==> src/rtl/voice_scheduler_pkg.sv <==
// -----------------------------------------------------------------------------
// vsynth_pkg
// Shared constants and the scheduler FSM state type for the voice synth slice.
// No ports.
// -----------------------------------------------------------------------------
package vsynth_pkg;

  localparam int NOTE_W      = 7;   // note number width (step ROM address)
  localparam int PROG_W      = 7;   // program/waveform number width
  localparam int PHASE_IDX_W = 7;   // wavetable phase index width
  localparam int SAMPLE_W    = 8;   // unsigned wavetable sample width
  localparam int STEP_W      = 16;  // step ROM data width

  // Per-voice walk: STEP -> ACC -> SMP -> MIX, repeated for every voice,
  // then one DONE cycle that presents the mix.
  typedef enum logic [2:0] {
    ST_IDLE,
    ST_STEP,
    ST_ACC,
    ST_SMP,
    ST_MIX,
    ST_DONE
  } vs_state_e;

endpackage

==> src/rtl/voice_scheduler_if.sv <==
// -----------------------------------------------------------------------------
// voice_scheduler_if
// Bundles the control, ROM and mix-output signals of voice_scheduler.
//   slave  : the scheduler's view (takes ticks/config/ROM data, drives ROM
//            addresses/enables and the mix output)
//   master : the surrounding system's view (control logic, ROMs, audio stage)
// Parameter NVOICES sets the voice index and mix widths.
// -----------------------------------------------------------------------------
interface voice_scheduler_if #(
  parameter int NVOICES = 8
);
  import vsynth_pkg::*;

  localparam int VW    = $clog2(NVOICES);
  localparam int MIX_W = SAMPLE_W + VW;

  logic                   sample_tick;
  logic                   cfg_we;
  logic [VW-1:0]          cfg_voice;
  logic [NOTE_W-1:0]      cfg_note;
  logic [PROG_W-1:0]      cfg_program;
  logic                   cfg_gate;
  logic                   step_ce;
  logic [NOTE_W-1:0]      step_a;
  logic [STEP_W-1:0]      step_d;
  logic                   smp_ce;
  logic [PHASE_IDX_W-1:0] smp_a0;
  logic [PROG_W-1:0]      smp_a1;
  logic [SAMPLE_W-1:0]    smp_d;
  logic [MIX_W-1:0]       mix_out;
  logic                   mix_valid;
  logic                   busy;

  modport master (
    output sample_tick, cfg_we, cfg_voice, cfg_note, cfg_program, cfg_gate,
    output step_d, smp_d,
    input  step_ce, step_a, smp_ce, smp_a0, smp_a1, mix_out, mix_valid, busy
  );

  modport slave (
    input  sample_tick, cfg_we, cfg_voice, cfg_note, cfg_program, cfg_gate,
    input  step_d, smp_d,
    output step_ce, step_a, smp_ce, smp_a0, smp_a1, mix_out, mix_valid, busy
  );

endinterface

==> src/rtl/voice_scheduler_regfile.sv <==
// -----------------------------------------------------------------------------
// voice_regfile
// Per-voice note/program/gate/phase-accumulator storage.
// Ports:
//   clk, rst                    clock, synchronous active-high reset
//   cfg_we/cfg_voice/cfg_note/  config write port; a gate 0->1 write also
//   cfg_program/cfg_gate        clears that voice's accumulator (retrigger)
//   rd_voice                    voice selected by the scheduler
//   rd_note/rd_program/rd_gate/ combinational read of the selected voice
//   rd_acc
//   acc_we/acc_wdata            accumulator update of the selected voice
// A retrigger clear of a voice beats a same-cycle accumulator update of it.
// -----------------------------------------------------------------------------
module voice_regfile
  import vsynth_pkg::*;
#(
  parameter  int NVOICES = 8,
  parameter  int ACC_W   = 16,
  localparam int VW      = $clog2(NVOICES)
) (
  input  logic              clk,
  input  logic              rst,
  input  logic              cfg_we,
  input  logic [VW-1:0]     cfg_voice,
  input  logic [NOTE_W-1:0] cfg_note,
  input  logic [PROG_W-1:0] cfg_program,
  input  logic              cfg_gate,
  input  logic [VW-1:0]     rd_voice,
  output logic [NOTE_W-1:0] rd_note,
  output logic [PROG_W-1:0] rd_program,
  output logic              rd_gate,
  output logic [ACC_W-1:0]  rd_acc,
  input  logic              acc_we,
  input  logic [ACC_W-1:0]  acc_wdata
);

  logic [NOTE_W-1:0] note_q    [NVOICES];
  logic [PROG_W-1:0] program_q [NVOICES];
  logic              gate_q    [NVOICES];
  logic [ACC_W-1:0]  acc_q     [NVOICES];

  logic retrig;

  assign retrig     = cfg_we & cfg_gate & ~gate_q[cfg_voice];

  assign rd_note    = note_q[rd_voice];
  assign rd_program = program_q[rd_voice];
  assign rd_gate    = gate_q[rd_voice];
  assign rd_acc     = acc_q[rd_voice];

  // NOTE: this storage is small and must come out of reset silent and
  // retriggered, so it lives in resettable flops rather than a RAM macro.
  always_ff @(posedge clk) begin
    if (rst) begin
      for (int i = 0; i < NVOICES; i++) begin
        note_q[i]    <= '0;
        program_q[i] <= '0;
        gate_q[i]    <= 1'b0;
        acc_q[i]     <= '0;
      end
    end else begin
      if (cfg_we) begin
        note_q[cfg_voice]    <= cfg_note;
        program_q[cfg_voice] <= cfg_program;
        gate_q[cfg_voice]    <= cfg_gate;
      end
      if (acc_we) begin
        acc_q[rd_voice] <= acc_wdata;
      end
      // Placed after the update so the clear wins on a same-voice collision.
      if (retrig) begin
        acc_q[cfg_voice] <= '0;
      end
    end
  end

endmodule

==> src/rtl/voice_scheduler.sv <==
// -----------------------------------------------------------------------------
// voice_scheduler
// Time-multiplexes one step ROM and one sample ROM across NVOICES voices.
// Each sample_tick walks all voices (step lookup, phase accumulate, sample
// fetch, mix) and presents the summed mix with a one-cycle mix_valid.
// Ports:
//   clk          system clock
//   rst          synchronous active-high reset
//   bus          voice_scheduler_if.slave: sample_tick, cfg_*, step ROM
//                (step_ce/step_a/step_d), sample ROM (smp_ce/smp_a0/smp_a1/
//                smp_d), mix_out/mix_valid, busy
//   overrun_cnt  (only with VOICE_SCHEDULER_OVERRUN_CNT_EN) saturating count
//                of sample_ticks dropped because a frame was in progress
// Frame length is 4*NVOICES+1 cycles; ticks arriving while busy are dropped.
// -----------------------------------------------------------------------------
module voice_scheduler
  import vsynth_pkg::*;
#(
  parameter int NVOICES = 8,
  parameter int ACC_W   = 16
) (
  input  logic                 clk,
  input  logic                 rst,
  voice_scheduler_if.slave     bus
`ifdef VOICE_SCHEDULER_OVERRUN_CNT_EN
  ,
  output logic [7:0]           overrun_cnt
`endif
);

  localparam int VW    = $clog2(NVOICES);
  localparam int MIX_W = SAMPLE_W + VW;

  vs_state_e         state_q, state_d;
  logic [VW-1:0]     v_q;
  logic [MIX_W-1:0]  mix_q;
  logic [MIX_W-1:0]  mix_next;
  logic [MIX_W-1:0]  mix_out_q;
  logic [PROG_W-1:0] prog_snap_q;
  logic              gate_snap_q;
  logic              last_voice;

  logic              busy;
  logic              step_ce;
  logic              smp_ce;
  logic              mix_valid;
  logic              acc_we;

  logic [NOTE_W-1:0] rd_note;
  logic [PROG_W-1:0] rd_program;
  logic              rd_gate;
  logic [ACC_W-1:0]  rd_acc;
  logic [ACC_W-1:0]  acc_wdata;

  voice_regfile #(
    .NVOICES (NVOICES),
    .ACC_W   (ACC_W)
  ) u_regfile (
    .clk         (clk),
    .rst         (rst),
    .cfg_we      (bus.cfg_we),
    .cfg_voice   (bus.cfg_voice),
    .cfg_note    (bus.cfg_note),
    .cfg_program (bus.cfg_program),
    .cfg_gate    (bus.cfg_gate),
    .rd_voice    (v_q),
    .rd_note     (rd_note),
    .rd_program  (rd_program),
    .rd_gate     (rd_gate),
    .rd_acc      (rd_acc),
    .acc_we      (acc_we),
    .acc_wdata   (acc_wdata)
  );

  assign last_voice = (v_q == VW'(NVOICES - 1));

  // Gated-off voices park their phase at zero; otherwise wrap modulo 2^ACC_W.
  assign acc_wdata  = gate_snap_q ? (rd_acc + bus.step_d) : '0;
  assign mix_next   = mix_q + (gate_snap_q ? MIX_W'(bus.smp_d) : '0);

  // NOTE: state registers take non-blocking assignments so every flop samples
  // pre-edge values regardless of process evaluation order.
  always_ff @(posedge clk) begin
    if (rst) state_q <= ST_IDLE;
    else     state_q <= state_d;
  end

  // NOTE: every output of this block is defaulted first, so no path through
  // the case can leave one unassigned and infer a latch.
  always_comb begin
    state_d   = state_q;
    busy      = 1'b1;
    step_ce   = 1'b0;
    smp_ce    = 1'b0;
    mix_valid = 1'b0;
    acc_we    = 1'b0;
    case (state_q)
      ST_IDLE: begin
        busy = 1'b0;
        if (bus.sample_tick) state_d = ST_STEP;
      end
      ST_STEP: begin
        step_ce = 1'b1;
        state_d = ST_ACC;
      end
      ST_ACC: begin
        acc_we  = 1'b1;
        state_d = ST_SMP;
      end
      ST_SMP: begin
        smp_ce  = 1'b1;
        state_d = ST_MIX;
      end
      ST_MIX: begin
        state_d = last_voice ? ST_DONE : ST_STEP;
      end
      ST_DONE: begin
        mix_valid = 1'b1;
        state_d   = ST_IDLE;
      end
      default: begin
        busy    = 1'b0;
        state_d = ST_IDLE;
      end
    endcase
  end

  // The note is only consumed in STEP itself (as step_a), so only program
  // and gate need a snapshot for the later stages of the voice.
  // mix_out is loaded on the last MIX edge so it is already valid during the
  // DONE cycle that raises mix_valid.
  always_ff @(posedge clk) begin
    if (rst) begin
      v_q         <= '0;
      mix_q       <= '0;
      mix_out_q   <= '0;
      prog_snap_q <= '0;
      gate_snap_q <= 1'b0;
    end else begin
      case (state_q)
        ST_IDLE: begin
          if (bus.sample_tick) begin
            v_q   <= '0;
            mix_q <= '0;
          end
        end
        ST_STEP: begin
          prog_snap_q <= rd_program;
          gate_snap_q <= rd_gate;
        end
        ST_MIX: begin
          mix_q <= mix_next;
          if (last_voice) mix_out_q <= mix_next;
          else            v_q       <= v_q + 1'b1;
        end
        default: ;
      endcase
    end
  end

  // ROM addresses sit at zero whenever their enable is low.
  assign bus.step_ce   = step_ce;
  assign bus.step_a    = step_ce ? rd_note : '0;
  assign bus.smp_ce    = smp_ce;
  assign bus.smp_a0    = smp_ce ? rd_acc[ACC_W-1 -: PHASE_IDX_W] : '0;
  assign bus.smp_a1    = smp_ce ? prog_snap_q : '0;
  assign bus.mix_out   = mix_out_q;
  assign bus.mix_valid = mix_valid;
  assign bus.busy      = busy;

`ifdef VOICE_SCHEDULER_OVERRUN_CNT_EN
  always_ff @(posedge clk) begin
    if (rst) begin
      overrun_cnt <= '0;
    end else if (bus.sample_tick && (state_q != ST_IDLE) && (overrun_cnt != 8'hFF)) begin
      overrun_cnt <= overrun_cnt + 8'd1;
    end
  end
`endif

endmodule
==> src/flat_wrapper.sv <==
// flat-port wrapper written by rule: the top's interface ports become plain ports
module voice_scheduler_flat import vsynth_pkg::*;
#(
  parameter int NVOICES = 8,
  parameter int ACC_W   = 16
)
  (clk, rst, bus_sample_tick, bus_cfg_we, bus_cfg_voice, bus_cfg_note, bus_cfg_program, bus_cfg_gate, bus_step_d, bus_smp_d, bus_step_ce, bus_step_a, bus_smp_ce, bus_smp_a0, bus_smp_a1, bus_mix_out, bus_mix_valid, bus_busy);
  voice_scheduler_if #(.NVOICES(NVOICES)) bus_i ();
  input  logic clk;
  input  logic rst;
  input wire logic [$bits(bus_i.sample_tick)-1:0] bus_sample_tick;
  input wire logic [$bits(bus_i.cfg_we)-1:0] bus_cfg_we;
  input wire logic [$bits(bus_i.cfg_voice)-1:0] bus_cfg_voice;
  input wire logic [$bits(bus_i.cfg_note)-1:0] bus_cfg_note;
  input wire logic [$bits(bus_i.cfg_program)-1:0] bus_cfg_program;
  input wire logic [$bits(bus_i.cfg_gate)-1:0] bus_cfg_gate;
  input wire logic [$bits(bus_i.step_d)-1:0] bus_step_d;
  input wire logic [$bits(bus_i.smp_d)-1:0] bus_smp_d;
  output wire logic [$bits(bus_i.step_ce)-1:0] bus_step_ce;
  output wire logic [$bits(bus_i.step_a)-1:0] bus_step_a;
  output wire logic [$bits(bus_i.smp_ce)-1:0] bus_smp_ce;
  output wire logic [$bits(bus_i.smp_a0)-1:0] bus_smp_a0;
  output wire logic [$bits(bus_i.smp_a1)-1:0] bus_smp_a1;
  output wire logic [$bits(bus_i.mix_out)-1:0] bus_mix_out;
  output wire logic [$bits(bus_i.mix_valid)-1:0] bus_mix_valid;
  output wire logic [$bits(bus_i.busy)-1:0] bus_busy;
  assign bus_i.sample_tick = bus_sample_tick;
  assign bus_i.cfg_we = bus_cfg_we;
  assign bus_i.cfg_voice = bus_cfg_voice;
  assign bus_i.cfg_note = bus_cfg_note;
  assign bus_i.cfg_program = bus_cfg_program;
  assign bus_i.cfg_gate = bus_cfg_gate;
  assign bus_i.step_d = bus_step_d;
  assign bus_i.smp_d = bus_smp_d;
  assign bus_step_ce = bus_i.step_ce;
  assign bus_step_a = bus_i.step_a;
  assign bus_smp_ce = bus_i.smp_ce;
  assign bus_smp_a0 = bus_i.smp_a0;
  assign bus_smp_a1 = bus_i.smp_a1;
  assign bus_mix_out = bus_i.mix_out;
  assign bus_mix_valid = bus_i.mix_valid;
  assign bus_busy = bus_i.busy;
  voice_scheduler #(.NVOICES(NVOICES), .ACC_W(ACC_W)) u_core (.clk(clk), .rst(rst), .bus(bus_i));
endmodule
==> config.mk <==
export PLATFORM = sky130hd
export DESIGN_NAME = voice_scheduler_flat
export DESIGN_NICKNAME = d
export VERILOG_FILES = /design/src/rtl/voice_scheduler_pkg.sv /design/src/rtl/voice_scheduler_if.sv /design/src/rtl/voice_scheduler_regfile.sv /design/src/rtl/voice_scheduler.sv /design/src/flat_wrapper.sv
export SDC_FILE = /design/constraint.sdc
export NUM_CORES = 1
export LEC_CHECK = 0
export ABC_AREA = 1
export CAP_MARGIN = 20
export CORE_AREA = 5 5 194 196
export CTS_CLUSTER_SIZE = 10
export DETAILED_ROUTE_END_ITERATION = 12
export DIE_AREA = 0 0 199 201
export GPL_ROUTABILITY_DRIVEN = 1
export GPL_TIMING_DRIVEN = 0
export RECOVER_POWER = 100
export SETUP_SLACK_MARGIN = 0.2
export SLEW_MARGIN = 20
export SYNTH_ARGS = -nofsm -noshare
export SYNTH_HDL_FRONTEND = slang
export SYNTH_SLANG_ARGS = --single-unit
==> constraint.sdc <==
create_clock -name clk -period 3.3 [get_ports clk]
set_input_delay 0.66 -clock clk [delete_from_list [all_inputs] [get_ports clk]]
set_output_delay 0.66 -clock clk [all_outputs]
set_load 0.02 [all_outputs]
# Word-level counts from Yosys, hierarchy flattened
# Memory sizes are Yosys's and may differ from the RTL's. A register that Yosys moved wholly into a read port is not among the register bits.
# Cells that the tools add are included.
op_classes:
  reduce_logical: 11
  mux: 48
  addsub: 3
  eq_ne: 8
  n_bitwise: 3
op_table:
  columns: ["op", "n"]
  rows:
  - ["16-bit 2-to-1 mux", 3]
  - ["3-bit 2-to-1 mux", 13]
  - ["7-bit 2-to-1 mux", 5]
  - ["16-bit OR reduction", 2]
  - ["1-bit 2-to-1 mux", 22]
  - ["11-bit case mux with 2 select lines", 1]
  - ["16-bit adder", 1]
  - ["3-bit case mux with 5 select lines", 1]
  - ["7-bit OR reduction", 2]
  - ["11-bit adder", 1]
  - ["11-bit 2-to-1 mux", 1]
  - ["3-bit equality test, second input constant", 3]
  - ["8-bit 2-to-1 mux", 1]
  - ["3-bit by 2-bit equality test with 1-bit output, second input constant", 2]
  - ["3-bit case mux with 2 select lines", 1]
  - ["5-bit OR reduction", 1]
  - ["2-bit inequality test, second input constant", 2]
  - ["2-bit AND reduction", 2]
  - ["3-bit by 1-bit adder with 3-bit output, second input constant", 1]
  - ["3-bit by 1-bit equality test with 1-bit output, second input constant", 1]
  - ["3-bit logical NOT", 1]
  - ["3-bit AND reduction", 1]
  - ["1-bit bitwise AND", 2]
  - ["2-bit nonzero test", 1]
  - ["2 further kinds", 2]
totals:
  register_bits: 28
  memories: 4
  output_inout_bits: 36
  word_cells: 81
  input_bits: 46
  ram_bits: 248
mem_list:
  columns: ["name", "depth", "word_bits", "read_ports", "rd_ports_with_merged_regs", "write_ports", "line_no", "source"]
  rows:
  - ["u_core.u_regfile.acc_q", 8, 16, 1, 1, 8, "voice_scheduler_regfile.sv:40", "logic [ACC_W-1:0] acc_q [NVOICES];"]
  - ["u_core.u_regfile.note_q", 8, 7, 1, 1, 8, "voice_scheduler_regfile.sv:37", "logic [NOTE_W-1:0] note_q [NVOICES];"]
  - ["u_core.u_regfile.program_q", 8, 7, 1, 1, 8, "voice_scheduler_regfile.sv:38", "logic [PROG_W-1:0] program_q [NVOICES];"]
  - ["u_core.u_regfile.gate_q", 8, 1, 2, 1, 8, "voice_scheduler_regfile.sv:39", "logic gate_q [NVOICES];"]

# Logic depth before layout (Yosys ltp)
# Gate-level depths: netlist of the first run.
# An unclocked memory read counts as a cell.
depth:
  word_depth: 8
  depth_mapped: 20
  mapped_depth_nobuf: 18

# Cells and area by module
# Synthesis of the first run repeated with hierarchy kept, for this count alone.
unflattened:
  hier_cells: 2046
  hier_area_um2: 14780.4
modules_own_cells:
  columns: ["mod", "seq_area_each_um2", "instances", "area_each_um2", "cells_each"]
  rows:
  - ["voice_regfile", 6165.9, 1, 11817.6, 1573]
  - ["voice_scheduler", 720.7, 1, 2962.8, 473]

# Worst setup path before layout of the first run
# Ideal clock, no wire load.
synth_timing:
  kind: "reg2reg"
  startpoint: "register with a tool-made name"
  endpoint: "memory u_core.u_regfile.acc_q[7][6]"
  required_ns: 3.234
  setup_time_ns: 0.066
  setup_slack_ns: 0.424
  path_buffers: 3
  stages_incl_launch_ff: 17
  period_less_slack_ns: 2.876
  arrival_ns: 2.809
  cell_sequence: "dfxtp_1 inv_1 buf_2 clkbuf_1 clkbuf_1 a21oi_1 o21ai_0 a31oi_1 ha_1 fa_1 nand3_1 nand2_1 nand2_1 nand2_1 a21oi_1 nand2_1 a21oi_2"
synth_lines:
  columns: ["element", "line_no"]
  rows:
  - ["end: declaration", "voice_scheduler_regfile.sv:40"]

==> results of run 1 <==
[tightest hold or removal path: cells and delay by family, from the launching register on]
family          cells  cell delay (ps)
compound gates      1               50
flops               1              310
simple gates        1               60
[power groups by stage]
stage          Combinational, mW  Clock, mW  Sequential [mW]
6_report                    1.74       3.57             3.87
5_1_grt                     1.86       3.76             3.88
4_1_cts                     1.62       3.61             3.87
3_5_place_dp                1.41          0             3.94
3_3_place_gp                1.40          0             3.94
2_1_floorplan              0.868          0             3.93
[layer usage]
metal / GRT usage (%) / wire, µm / vias to the layer above
met5: 0 / 0 / -
met4: 7.99 / 1870 / 0
met3: 3.31 / 3160 / 110
met2: 37.6 / 21900 / 504
met1: 29.7 / 19400 / 6197
li1: - / - / 6257
[how the worst min path moves through the flow]
stage	from	endpoint	slack (ps)	cells after the start
after floorplan	u_core.u_regfile.acc_q[6][6]	u_core.u_regfile.acc_q[6][6]	430	2
after global placement	u_core.u_regfile.acc_q[6][6]	u_core.u_regfile.acc_q[6][6]	450	2
after detailed placement	u_core.u_regfile.acc_q[3][6]	u_core.u_regfile.acc_q[3][6]	450	2
after CTS	u_core.u_regfile.acc_q[3][6]	u_core.u_regfile.acc_q[3][6]	460	2
after global routing	u_core.u_regfile.acc_q[2][5]	u_core.u_regfile.acc_q[2][5]	470	2
final	u_core.u_regfile.acc_q[2][5]	u_core.u_regfile.acc_q[2][5]	460	2
[synthesized netlist by cell type (5+ instances only)]
cell / instances / area, µm²
buf_2: 12 / 60.1
nor3_1: 5 / 25.0
inv_1: 187 / 702
o21ai_0: 150 / 751
buf_1: 7 / 26.3
buf_6: 10 / 113
nand2_1: 373 / 1400
o21bai_1: 5 / 37.5
edfxtp_1: 120 / 3600
a21oi_2: 10 / 87.6
nand3b_1: 5 / 37.5
inv_2: 14 / 52.6
nor2_4: 8 / 90.1
a221oi_1: 12 / 105
a31oi_1: 17 / 106
nor2_1: 271 / 1020
o22ai_1: 44 / 275
nand4_1: 51 / 319
ha_1: 25 / 313
a21oi_1: 158 / 791
o211ai_1: 5 / 37.5
nand3_1: 43 / 215
a211oi_1: 7 / 52.6
dfxtp_1: 167 / 3340
clkbuf_1: 54 / 203
[flip-flops by register name, indices dropped and copies added (netlist names), named ones only]
register and count:
u_core.mix_q 11, u_core.state_q 3, u_core.u_regfile.program_q 56, u_core.u_regfile.gate_q 8
u_core.u_regfile.acc_q 128, u_core.u_regfile.note_q 56, u_core.prog_snap_q 7, u_core.bus.mix_out 11
u_core.gate_snap_q 1, u_core.v_q 3
[timing repair]
item | in CTS | in global routing
pin swaps | 11 | 19
buffers inserted | 10 | 3
resized for setup | 140 | 106
gates cloned | 0 | 1
endpoints found under the setup margin | 165 | 180
hold endpoints to repair | 0 | 0
[logic make-up (layout without fill, tap and decap cells)]
| kind of cell | count (synthesis) | in the layout | synth area share (%) |
|---|---|---|---|
| fa+ha+maj | 27 | 27 | 2.51 |
| compound gates | 421 | 421 | 16.7 |
| flops | 287 | 287 | 49.4 |
| simple gates | 766 | 766 | 22.7 |
| xor+xnor | 4 | 4 | 0.249 |
| buf+inv | 290 | 440 | 8.53 |
[final cells by class]
class | instances | area (µm²) | area share, %
multi-input cells | 1218 | 6350 | 37.0
clock buffers | 53 | 1010 | 5.86
clock inverters | 3 | 26.3 | 0.153
plain buffers | 87 | 593 | 3.45
well taps | 468 | 586 | 3.41
inverters | 203 | 773 | 4.50
repair buffers | 94 | 891 | 5.19
flip-flops and latches | 287 | 6950 | 40.5
[metrics by stage]
step                      setup slack [ps]  TNS [ps]  hold WS, ps  instance area [µm²]  util [%]
final                                  215         0          461                17200      47.8
after global routing                  85.8         0          472                17200      47.8
after CTS                              207         0          459                17000      47.3
after detailed placement             -1350   -133970          451                15500      43.0
after global placement               -1300   -124320          446                15500      43.0
after floorplan                        424         0          433                14100         -
==> results_dict.tcl, run 1 <==
set metrics [dict create \
    status "finished, final reports clean" \
    core-area_mm2 0.0359 \
    p_seq_share_pct 42.2 \
    final_nets 2000 \
    crit_path_cell_trace "buf_6 > buf_8 > buf_8 > nor2_1 > o22ai_2 > nor2_4 > a31oi_4 > ha_4 > nand2_1 > inv_1 > a21oi_2 > inv_1 > a21oi_2 > nand2_1 > nand2_4 > nand4_1 > a21oi_1" \
    ff2ff_path_depth 17 \
    clock_path_buffers 3 \
    numClockSinks 287 \
    critPathMaxStageDelay_ps 420 \
    critPathLaunchType "flip-flop" \
    dr.pass1.iters 6 \
    p_per_area_mw_per_mm2 535 \
    avgSynthCellArea_um2 7.84 \
    yosys_warnings 0 \
    grt_pass1_wl_um 70800 \
    setup_viol 0 \
    nFillCells 3554 \
    gp_congestion 0.922 \
    dieHeight_um 201 \
    p_comb_share_pct 18.9 \
    start_util_pct 39.2 \
    grt_use_total_pct 22.5 \
    clkLatencyLatePin_ps 510 \
    skew_ps 10.4 \
    path_buf_inv 5 \
    synth_cell_types 45 \
    grt_max_degree 16 \
    p_leak_nw 7.05 \
    hold_class "flip-flop to flip-flop" \
    layout.cells.non_filler 2413 \
    die_x_um 199 \
    pin_count 82 \
    drt_iter0_drc 1235 \
    ant_nets 0 \
    vias_per_cell 5.42 \
    cts_tree "built" \
    rsz0062_at_grt "no" \
    root_buffer "clkbuf_16" \
    cp_top_family "compound AO/OA/AOI/OAI gates" \
    syn-num-nets 1868 \
    wl_per_cell_um 19.2 \
    p_switching_mw 2.70 \
    ir_drop_mv 0.328 \
    internal_power_mw 6.49 \
    critPathArrivalTime_ps 3530 \
    async_flop_share_pct 0 \
    worstSetupPathType "flip-flop to flip-flop" \
    hold_viol 0 \
    r2r_slack_ps 210 \
    worst_pin_slew_ps 913 \
    num_vias 13068 \
    n_antenna_cell 0 \
    cp-end-kind "flip-flop" \
    first_global_vias 12463 \
    synth_edf_count 120 \
    drc 0 \
    die_area_mm2 0.0400 \
    seq_area_frac_synth_pct 49.4 \
    endpoint "u_core.u_regfile.acc_q[1][13]" \
    h-tree-depth 2 \
    wl_um 46300 \
    synth_flop_cell "dfxtp_1" \
    critPathSlowestCell "dfxtp_1" \
    min_period_ps 3090 \
    port_buffers 80 \
    fp-row-count 70 \
    area_delta_synth_final_pct 22.1 \
    max_freq_mhz 324 \
    layout_common_cells "nand2_1 (356), nor2_1 (264), inv_1 (186)" \
    cp.required_ps 3740 \
    synthCells 1795 \
    ys_ff_latch 287 \
    post-dp-hpwl_um 32600 \
    drive_gt1_share_pct 11.6 \
    final_max_slew_viol_count 0 \
    numCtsBuffers 36 \
    netSwitchingFraction_pct 29.4 \
    mostFrequentLayoutCell "nand2_1" \
    cp.depth 17 \
    grt_antenna_before_repair 1 \
    max_cap_viol_count 0 \
    power.total_mw 9.18 \
    path_max_fanout 10 \
    synth_area_mm2 0.0141 \
    dp.cells 2343 \
    reg2reg_to "u_core.u_regfile.acc_q[1][13]" \
    clkSlewWorstSetupHoldPaths_ps 60 \
    p_clk_share_pct 38.9 \
    overflow 0 \
    relSlewSlack_pct 39.0 \
    holdBufCountCts 0 \
    finalCritPeriodShare_pct 93.5 \
]
(Power assumes the default switching activity.)
==> inputs of run 2 (changes only) <==
- SKIP_CTS_REPAIR_TIMING: not set -> 1
==> run 2 against run 1 <==
Worst hold slack lost 0.81 ps. Via count shrank 0.83%. Wire length grew 0.10%. Die area is the same. Combinational power is essentially flat. Critical path type unchanged. Global-route usage shrank 0.24 points. Final cell count is essentially flat.
==> results_dict.tcl, run 2 (synthesized netlist as in run 1, its figures left out) <==
set metrics [dict create \
    area_delta_synth_final_pct 21.9 \
    reg_top3 "u_core.u_regfile.acc_q (128), u_core.u_regfile.note_q (56), u_core.u_regfile.program_q (56)" \
    drt_iter0_drc 1202 \
    grt_max_degree 16 \
    relSlewSlack_pct 41.0 \
    clkSlewWorstSetupHoldPaths_ps 60 \
    crit_top_cell "inv_1" \
    start_util_pct 39.2 \
    critPathArrivalTime_ps 3450 \
    max_cap_viol_count 0 \
    ff2ff_path_depth 17 \
    place_ws_ps -1350 \
    final_max_slew_viol_count 0 \
    dr.pass1.iters 5 \
    mostFrequentLayoutCell "nand2_1" \
    finalCritPeriodShare_pct 92.4 \
    ant_nets 0 \
    p_per_area_mw_per_mm2 535 \
    core-area_mm2 0.0359 \
    r2r_slack_ps 250 \
    clock_path_buffers 3 \
    cts_tree "built" \
    die_x_um 199 \
    h-tree-depth 2 \
    gp_congestion 0.922 \
    max_freq_mhz 328 \
    grt_antenna_before_repair 0 \
    vias_per_cell 5.37 \
    num_vias 12959 \
    crit_path_cell_trace "inv_1 > buf_6 > buf_8 > buf_8 > nor2_1 > o22ai_1 > nor2_2 > a31oi_4 > ha_4 > nand2_1 > inv_1 > a21oi_2 > inv_1 > a21oi_2 > nand3_2 > nand4_1 > a21oi_1" \
    min_period_ps 3050 \
    root_buffer "clkbuf_16" \
    critPathLaunchType "flip-flop" \
    status "finished, final reports clean" \
    path_buf_inv 6 \
    clkLatencyLatePin_ps 510 \
    rsz0062_at_grt "yes" \
    layout_common_cells "nand2_1 (355), nor2_1 (263), inv_1 (187)" \
    n_antenna_cell 0 \
    overflow 0 \
    wl_um 46400 \
    whs_endpoint "u_core.u_regfile.acc_q[2][5]" \
    fp-row-count 70 \
    hold_viol 0 \
    skew_ps 12.4 \
    cp.required_ps 3700 \
    fin_setup_tns_ps 0 \
    largest_reg_flops 128 \
    die_area_mm2 0.0400 \
    cp.depth 17 \
    min_path_cells 2 \
    wl_per_cell_um 19.2 \
    drc 0 \
    pin_count 82 \
    cp-end-kind "flip-flop" \
    critPathSlowestCell "dfxtp_1" \
    port_buffers 80 \
    hold_path_startpoint "u_core.u_regfile.acc_q[2][5]" \
    p_leak_nw 7.19 \
    setup_slack_ps 250 \
    numClockSinks 287 \
    first_global_vias 12280 \
    hold_class "flip-flop to flip-flop" \
    reg2reg_to "u_core.u_regfile.acc_q[1][13]" \
    grt_use_total_pct 22.3 \
    drive_gt1_share_pct 11.8 \
    numCtsBuffers 36 \
    final_nets 2001 \
    ir_drop_mv 0.327 \
    cp_top_family "compound AO/OA/AOI/OAI gates" \
    worstSetupPathType "flip-flop to flip-flop" \
    post-dp-hpwl_um 32600 \
    grt_pass1_wl_um 70000 \
    critPathMaxStageDelay_ps 350 \
    dieHeight_um 201 \
    path_max_fanout 10 \
    setup_viol 0 \
    largest_register "u_core.u_regfile.acc_q" \
    worst_pin_slew_ps 883 \
]
## run 2: cell count changes in the layout (fill, tap and decap cells not counted), moves of 3 or more
cell / delta
a21oi_1: -4
a21oi_2: +4
buf_4: +6
buf_8: -3
clkbuf_4: -5
dlygate4sd2_1: -11
dlymetal6s2s_1: +12
nand3_2: +4
## run 2: cell type report
class / count / area, µm²
clock buffers: 53 / 1010
repair buffers: 95 / 923
flip-flops and latches: 287 / 6950
clock inverters: 3 / 26.3
plain buffers: 87 / 564
multi-input cells: 1218 / 6330
inverters: 203 / 771
fillers: 3542 / 18800
well taps: 468 / 586
## run 2: how the worst max path moves through the flow
stage,startpoint,to
2_1_floorplan,flip-flop,u_core.u_regfile.acc_q[7][6]
3_3_place_gp,flip-flop,u_core.u_regfile.acc_q[0][7]
3_5_place_dp,flip-flop,u_core.u_regfile.acc_q[4][7]
4_1_cts,flip-flop,u_core.u_regfile.acc_q[6][7]
5_1_grt,flip-flop,u_core.u_regfile.acc_q[0][15]
6_report,flip-flop,u_core.u_regfile.acc_q[1][13]
## run 2: power breakdown
part / total (mW) / internal (mW) / switching, mW / leakage (nW)
clock: 3.58 / 2.10 / 1.48 / 0.500
sequential: 3.87 / 3.82 / 0.0504 / 2.50
combinational: 1.72 / 0.556 / 1.17 / 4.19
total: 9.17 / 6.47 / 2.70 / 7.19
## run 2: through the flow
stage	hold WS, ps	cell area (µm²)	cells	util, %	power [mW]
6_report	461	17200	2414	47.8	9.17
3_3_place_gp	446	15500	2343	43.0	5.34
4_1_cts	459	16500	2399	45.9	8.89
5_1_grt	472	17200	2414	47.8	9.49
3_5_place_dp	451	15500	2343	43.0	5.36
2_1_floorplan	433	14100	1795	-	4.79
## run 2: worst register-to-register path: stages (launching register included)
cell	delay, ps
dfxtp_1	350
inv_1	120
buf_6	150
buf_8	150
buf_8	140
nor2_1	50
o22ai_1	200
nor2_2	110
a31oi_4	270
ha_4	280
nand2_1	100
inv_1	90
a21oi_2	200
inv_1	70
a21oi_2	150
nand3_2	250
nand4_1	190
a21oi_1	70
## run 2: routing by layer
layer	GRT usage, %	share of wire [%]	up-vias
met5	0	0	-
met4	7.69	3.7	0
met3	3.39	6.4	102
met2	37.2	48	436
met1	29.5	42	6156
li1	-	-	6265
